## config.mk

```make
export PLATFORM = sky130hd
export DESIGN_NAME = phase_seq
export DESIGN_NICKNAME = d
export VERILOG_FILES = /design/src/rtl/phase_seq_pkg.sv /design/src/rtl/phase_seq_dwell_cnt.sv /design/src/rtl/phase_seq.sv
export SDC_FILE = /design/constraint.sdc
export NUM_CORES = 1
export LEC_CHECK = 0
export ABC_AREA = 1
export BUFFER_PORTS_ARGS = -buffer_cell sky130_fd_sc_hd__buf_2
export CELL_PAD_IN_SITES_DETAIL_PLACEMENT = 0
export CELL_PAD_IN_SITES_GLOBAL_PLACEMENT = 1
export CORE_MARGIN = 10
export CORE_UTILIZATION = 40
export CTS_CLUSTER_SIZE = 12
export DETAILED_ROUTE_END_ITERATION = 10
export MAX_ROUTING_LAYER = met4
export PLACE_DENSITY = 0.89
export SLEW_MARGIN = 20
export SYNTH_ARGS = -nofsm -noshare
export SYNTH_HDL_FRONTEND = slang
export SYNTH_SLANG_ARGS = --single-unit
```

## constraint.sdc

```tcl
create_clock -name CLK -period 2.2 [get_ports CLK]
set_clock_uncertainty 0.15 [all_clocks]
set_input_delay 0.44 -clock CLK [delete_from_list [all_inputs] [get_ports CLK]]
set_output_delay 0.44 -clock CLK [all_outputs]
set_load 0.1 [all_outputs]
```

## src/rtl/phase_seq_pkg.sv

```systemverilog
// Shared definitions for the one-hot phase sequencer: state encodings
// and a width helper used by the top and the dwell counter.
package phase_seq_pkg;

  typedef enum logic [1:0] {
    ST_IDLE  = 2'd0,
    ST_RUN   = 2'd1,
    ST_PAUSE = 2'd2,
    ST_DONE  = 2'd3
  } state_e;

  // Width needed to hold values 0..n-1, never less than one bit.
  function automatic int min1_clog2(input int n);
    return (n > 1) ? $clog2(n) : 1;
  endfunction

endpackage

```

## src/rtl/phase_seq_dwell_cnt.sv

```systemverilog
// Per-phase tick counter. Counts tick strobes from 0 to DWELL-1 and
// flags the final count so the sequencer knows when to advance.
module dwell_cnt
  import phase_seq_pkg::*;
#(
  parameter int DWELL = 4
) (
  input  logic CLK,
  input  logic RSTN,
  input  logic clr,
  input  logic en,
  input  logic hold,
  output logic last
);

  localparam int CW = min1_clog2(DWELL);
  localparam logic [CW-1:0] LAST_CNT = CW'(DWELL - 1);

  logic [CW-1:0] count_q;
  logic [CW-1:0] count_d;

  // Next count: clear beats hold, hold beats a tick; wraps at the last count.
  always_comb begin
    count_d = count_q;
    if (clr) begin
      count_d = '0;
    end else if (hold) begin
      count_d = count_q;
    end else if (en) begin
      if (count_q == LAST_CNT) begin
        count_d = '0;
      end else begin
        count_d = count_q + CW'(1);
      end
    end
  end

  // Count register, cleared asynchronously on reset.
  always_ff @(posedge CLK or negedge RSTN) begin
    if (!RSTN) begin
      count_q <= '0;
    end else begin
      count_q <= count_d;
    end
  end

  assign last = (count_q == LAST_CNT);

endmodule

```

## src/rtl/phase_seq.sv

```systemverilog
// One-hot phase sequencer: steps an NPHASE-wide one-hot vector, dwelling
// DWELL ticks per phase, with pause/resume, clear and loop/one-shot modes.
// All outputs come straight from registers.
module phase_seq
  import phase_seq_pkg::*;
#(
  parameter int NPHASE = 5,
  parameter int DWELL  = 4,
  localparam int IW    = min1_clog2(NPHASE)
) (
  input  logic              CLK,
  input  logic              RSTN,
  input  logic              start,
  input  logic              stop,
  input  logic              clear,
  input  logic              tick,
  input  logic              loop,
  output logic [NPHASE-1:0] q,
  output logic [IW-1:0]     idx,
  output logic              running,
  output logic              wrap,
  output logic              done
);

  localparam logic [IW-1:0]     LAST_IDX    = IW'(NPHASE - 1);
  localparam logic [NPHASE-1:0] FIRST_PHASE = NPHASE'(1);

  state_e            state_q, state_d;
  logic [NPHASE-1:0] phase_q, phase_d;
  logic [IW-1:0]     idx_q, idx_d;
  logic              loop_q, loop_d;
  logic              wrap_q, wrap_d;
  logic              done_q, done_d;

  logic cnt_clr;
  logic cnt_en;
  logic cnt_hold;
  logic cnt_last;

  dwell_cnt #(
    .DWELL(DWELL)
  ) u_dwell_cnt (
    .CLK  (CLK),
    .RSTN (RSTN),
    .clr  (cnt_clr),
    .en   (cnt_en),
    .hold (cnt_hold),
    .last (cnt_last)
  );

  // Next-state, phase vector and pulse logic; priority clear > stop > start.
  always_comb begin
    state_d  = state_q;
    phase_d  = phase_q;
    idx_d    = idx_q;
    loop_d   = loop_q;
    wrap_d   = 1'b0;
    done_d   = 1'b0;
    cnt_clr  = 1'b0;
    cnt_en   = 1'b0;
    cnt_hold = 1'b0;

    if (clear) begin
      state_d = ST_IDLE;
      phase_d = '0;
      idx_d   = '0;
      cnt_clr = 1'b1;
    end else begin
      unique case (state_q)
        ST_IDLE: begin
          if (!stop && start) begin
            state_d = ST_RUN;
            phase_d = FIRST_PHASE;
            idx_d   = '0;
            loop_d  = loop;
            cnt_clr = 1'b1;
          end
        end

        ST_RUN: begin
          cnt_en   = tick;
          cnt_hold = stop;
          if (stop) begin
            state_d = ST_PAUSE;
          end else if (tick && cnt_last) begin
            if (idx_q == LAST_IDX) begin
              if (loop_q) begin
                phase_d = FIRST_PHASE;
                idx_d   = '0;
                wrap_d  = 1'b1;
              end else begin
                state_d = ST_DONE;
                done_d  = 1'b1;
              end
            end else begin
              phase_d = phase_q << 1;
              idx_d   = idx_q + IW'(1);
            end
          end
        end

        ST_PAUSE: begin
          if (stop) begin
            state_d = ST_IDLE;
            phase_d = '0;
            idx_d   = '0;
            cnt_clr = 1'b1;
          end else if (start) begin
            state_d = ST_RUN;
          end
        end

        ST_DONE: begin
          if (stop) begin
            state_d = ST_IDLE;
            phase_d = '0;
            idx_d   = '0;
            cnt_clr = 1'b1;
          end else if (start) begin
            state_d = ST_RUN;
            phase_d = FIRST_PHASE;
            idx_d   = '0;
            loop_d  = loop;
            cnt_clr = 1'b1;
          end
        end

        default: begin
          state_d = ST_IDLE;
          phase_d = '0;
          idx_d   = '0;
          cnt_clr = 1'b1;
        end
      endcase
    end
  end

  // State, phase and pulse registers with asynchronous active-low reset.
  always_ff @(posedge CLK or negedge RSTN) begin
    if (!RSTN) begin
      state_q <= ST_IDLE;
      phase_q <= '0;
      idx_q   <= '0;
      loop_q  <= 1'b0;
      wrap_q  <= 1'b0;
      done_q  <= 1'b0;
    end else begin
      state_q <= state_d;
      phase_q <= phase_d;
      idx_q   <= idx_d;
      loop_q  <= loop_d;
      wrap_q  <= wrap_d;
      done_q  <= done_d;
    end
  end

  assign q       = phase_q;
  assign idx     = idx_q;
  assign running = (state_q == ST_RUN);
  assign wrap    = wrap_q;
  assign done    = done_q;

endmodule

```

==> flow_summary_export.csv <==
group,metric,value,unit
status,status,"finished clean",
yosys,ys_ff_latch,15,
worst_setup_path,crit_family,"buffers and inverters",
worst_setup_path,worstPathCellList,"inv_1 > ha_2 > buf_2",
routing,drt_iter0_markers,49,
yosys,synth_top_area_cell,"dfrtp_1",
yosys,synthesis.nets,151,
timing,layout_min_cycle_time,2.08,ns
routing,avgViaCountPerCell,4.72,
final_layout,num-nets-final,174,
clocking,cts.sinks,15,
yosys,synth_top_area_frac,0.382,
floorplan,start_util,0.432,
timing,rsz0062_at_grt,"false",
floorplan,die_w,69.6,um
worst_hold_path,hp-class,"input port to flip-flop",
clocking,cts_inserted_buffers,3,
power,p_int,0.543,mW
final_layout,num_antenna_cells,0,
placement,dp.cells,181,
worst_setup_path,slowest_delay,0.44,ns
floorplan,boundaryPins,18,
worst_setup_path,crit_fanout,5,
floorplan,die_h,69.6,um
routing,drt-pass1-iter-count,4,
clocking,clock_latency,0.28,ns
global_route,grt_overflow,0,
yosys,synth-seq-area-share,0.382,
final_layout,syn_to_final_growth,16.3,%
clocking,clock_path_buffers,2,
worst_setup_path,critPathBufInv,2,
final_layout,instances_no_fill,186,
placement,place.gp.congestion,0.864,
power,cellPowerDensity,1020,nW/um^2
yosys,synthArstFlopShare,1.00,
power,switchingPower,0.624,mW
timing,tightest_slew,0.491,ns
worst_setup_path,required,1.61,ns
yosys,yosys_warnings,0,
timing,drv_slew,0,
timing,max_slew_margin,0.675,
worst_setup_path,cp.arrival,1.49,ns
routing,ant_nets,0,
timing,setup_tns,0,ns
yosys,yosysMostFrequentCell,"nand2_1",
power,p_seq_frac,0.320,
worst_setup_path,startpoint_type,"flip-flop",
placement,portBuffers,17,
clocking,post_cts_resized,0,
flow_run,cap_violations,0,
power,comb_power_share,0.545,
floorplan,fp-row-count,17,
clocking,clk_pin_slew,0.09,ns
worst_setup_path,worst_path_max_delay_cell,"buf_2",
power,clkPwrFrac,0.135,
final_layout,drive_gt1_frac,0.203,
worst_setup_path,worstSetupPathType,"flip-flop to output port",
timing,fmax,482,MHz
yosys,yosysUniqueCellTypes,18,
power,switching_share,0.535,
placement,hpwl,1680,um
power,total_power,1.17,mW
routing,drt_wl_total,2100,um
global_route,grt_pass1_wl,3880,um
timing,hold_viol_final,0,
clocking,cts_tree,"yes",
timing,period_share,0.944,
floorplan,core_area,2280,um^2
clocking,ctsRootBufferMaster,"clkbuf_4",
yosys,syn_area,983,um^2
yosys,ys_top_cells_by_count,"nand2_1, inv_1, nand3_1, dfrtp_1, nor2_1",
yosys,synth_flop_cell,"dfrtp_1",
global_route,first_global_vias,868,
floorplan,die_area,4840,um^2
yosys,ys_top_cells_by_area,"dfrtp_1, nand2_1, ha_1, nand3_1, inv_1",
global_route,antenna_found_initial,0,
yosys,syn_area_per_cell,7.23,um^2
power,p_leak,0.650,nW
routing,wl_per_cell,11.3,um
power,ir_worst_vdd,655,uV
global_route,grt_max_degree,16,
global_route,grt_use_total,0.0953,
yosys,synth_edf_count,0,
worst_setup_path,cp-end-kind,"output port",
timing,setup_viol,0,
routing,drc,0,
routing,via_count,878,
clocking,htree_levels,1,
yosys,synthCells,136,
## timing repair
action,in CTS,in global routing
hold endpoints to repair,15,0
setup buffers,0,0
hold buffers,1,0
## routing by layer
metal  GRT usage  vias up  part of all wire  wire length, um
met5           -        -                 0                0
met4      0.0266        0            0.0081               17
met3      0.0385        4             0.050              105
met2       0.149       17              0.46              961
met1       0.110      388              0.48             1010
li1            -      469                 -                -
## power groups by stage
stage	clock [mW]	sequential (mW)	combinational, mW
4_1_cts	0.167	0.373	0.640
2_1_floorplan	0	0.515	0.379
6_report	0.158	0.373	0.636
5_1_grt	0.181	0.384	0.709
3_5_place_dp	0	0.378	0.638
3_3_place_gp	0	0.377	0.633
## area by class of cell
cell class	instances	area (um^2)
Fill cell	234	1130
Multi-Input combinational cell	99	528
Sequential cell	15	375
Timing Repair Buffer	18	95.1
Inverter	22	82.6
Tap cell	28	35.0
Clock buffer	3	22.5
Clock inverter	1	5.00
## per-stage QoR
stage / cell area [um^2] / util / setup WS (ns) / hold slack (ns)
CTS: 1140 / 0.502 / 0.103 / 0.222
floorplan: 986 / - / 0.0186 / -0.00559
global placement: 1110 / 0.486 / 0.459 / 0.217
global route: 1140 / 0.502 / 0.0285 / 0.246
finish: 1140 / 0.502 / 0.124 / 0.234
detailed placement: 1110 / 0.486 / 0.436 / 0.217
## path summary, 6_finish.rpt
| kind | end | start | cells after the start | slack [ns] |
|---|---|---|---|---|
| setup / recovery | running | state_q[1]$_DFFE_PN0P_ | 3 | 0.12 |
| hold / removal | done$_DFF_PN0_ | stop | 2 | 0.23 |
| setup reg to reg | q[1]$_DFFE_PN0P_ | idx[0]$_DFFE_PN0P_ | 8 | 0.50 |
| hold reg to reg | q[4]$_DFFE_PN0P_ | q[4]$_DFFE_PN0P_ | 2 | 0.32 |
| max in group asynchronous | q[0]$_DFFE_PN0P_ | RSTN | 2 | 1.21 |
| min in group asynchronous | done$_DFF_PN0_ | RSTN | 2 | 0.43 |
## registers in the layout (all words and copies together) (netlist names)
signal	flops
done	1
u_dwell_cnt.count_q	2
loop_q	1
state_q	2
wrap	1
idx	3
q	5
## cell usage in the layout, fill, tap and decap left out
cell / n
buf_2: 17
nand3_2: 2
inv_2: 4
nand2_1: 49
a21oi_1: 2
nand2_4: 1
nand4_1: 1
ha_1: 7
ha_2: 1
nor2_4: 1
inv_1: 18
o21ai_0: 2
nand3_1: 17
o21ai_4: 1
nand3b_1: 2
clkbuf_4: 3
nand2_2: 1
dlygate4sd3_1: 1
nor3_1: 2
dfrtp_1: 15
nor4_1: 1
nor2_1: 9
clkinv_2: 1
## logic make-up after synthesis
kind of cell / count (synthesis) / share of synthesized area
AOI/OAI and AO/OA: 5 / 0.0369
adders and majority gates: 8 / 0.102
buffers and inverters: 22 / 0.0840
DFF: 15 / 0.382
and+or+nand+nor: 86 / 0.396
## worst reg2reg max path, stage by stage (launching register included)
cell,delay (ns)
dfrtp_1,0.43
inv_1,0.06
ha_1,0.19
nand2_1,0.17
nor2_4,0.06
o21ai_4,0.27
nand2_4,0.13
nand2_1,0.08
nand2_1,0.05
(Power assumes the default switching activity.)
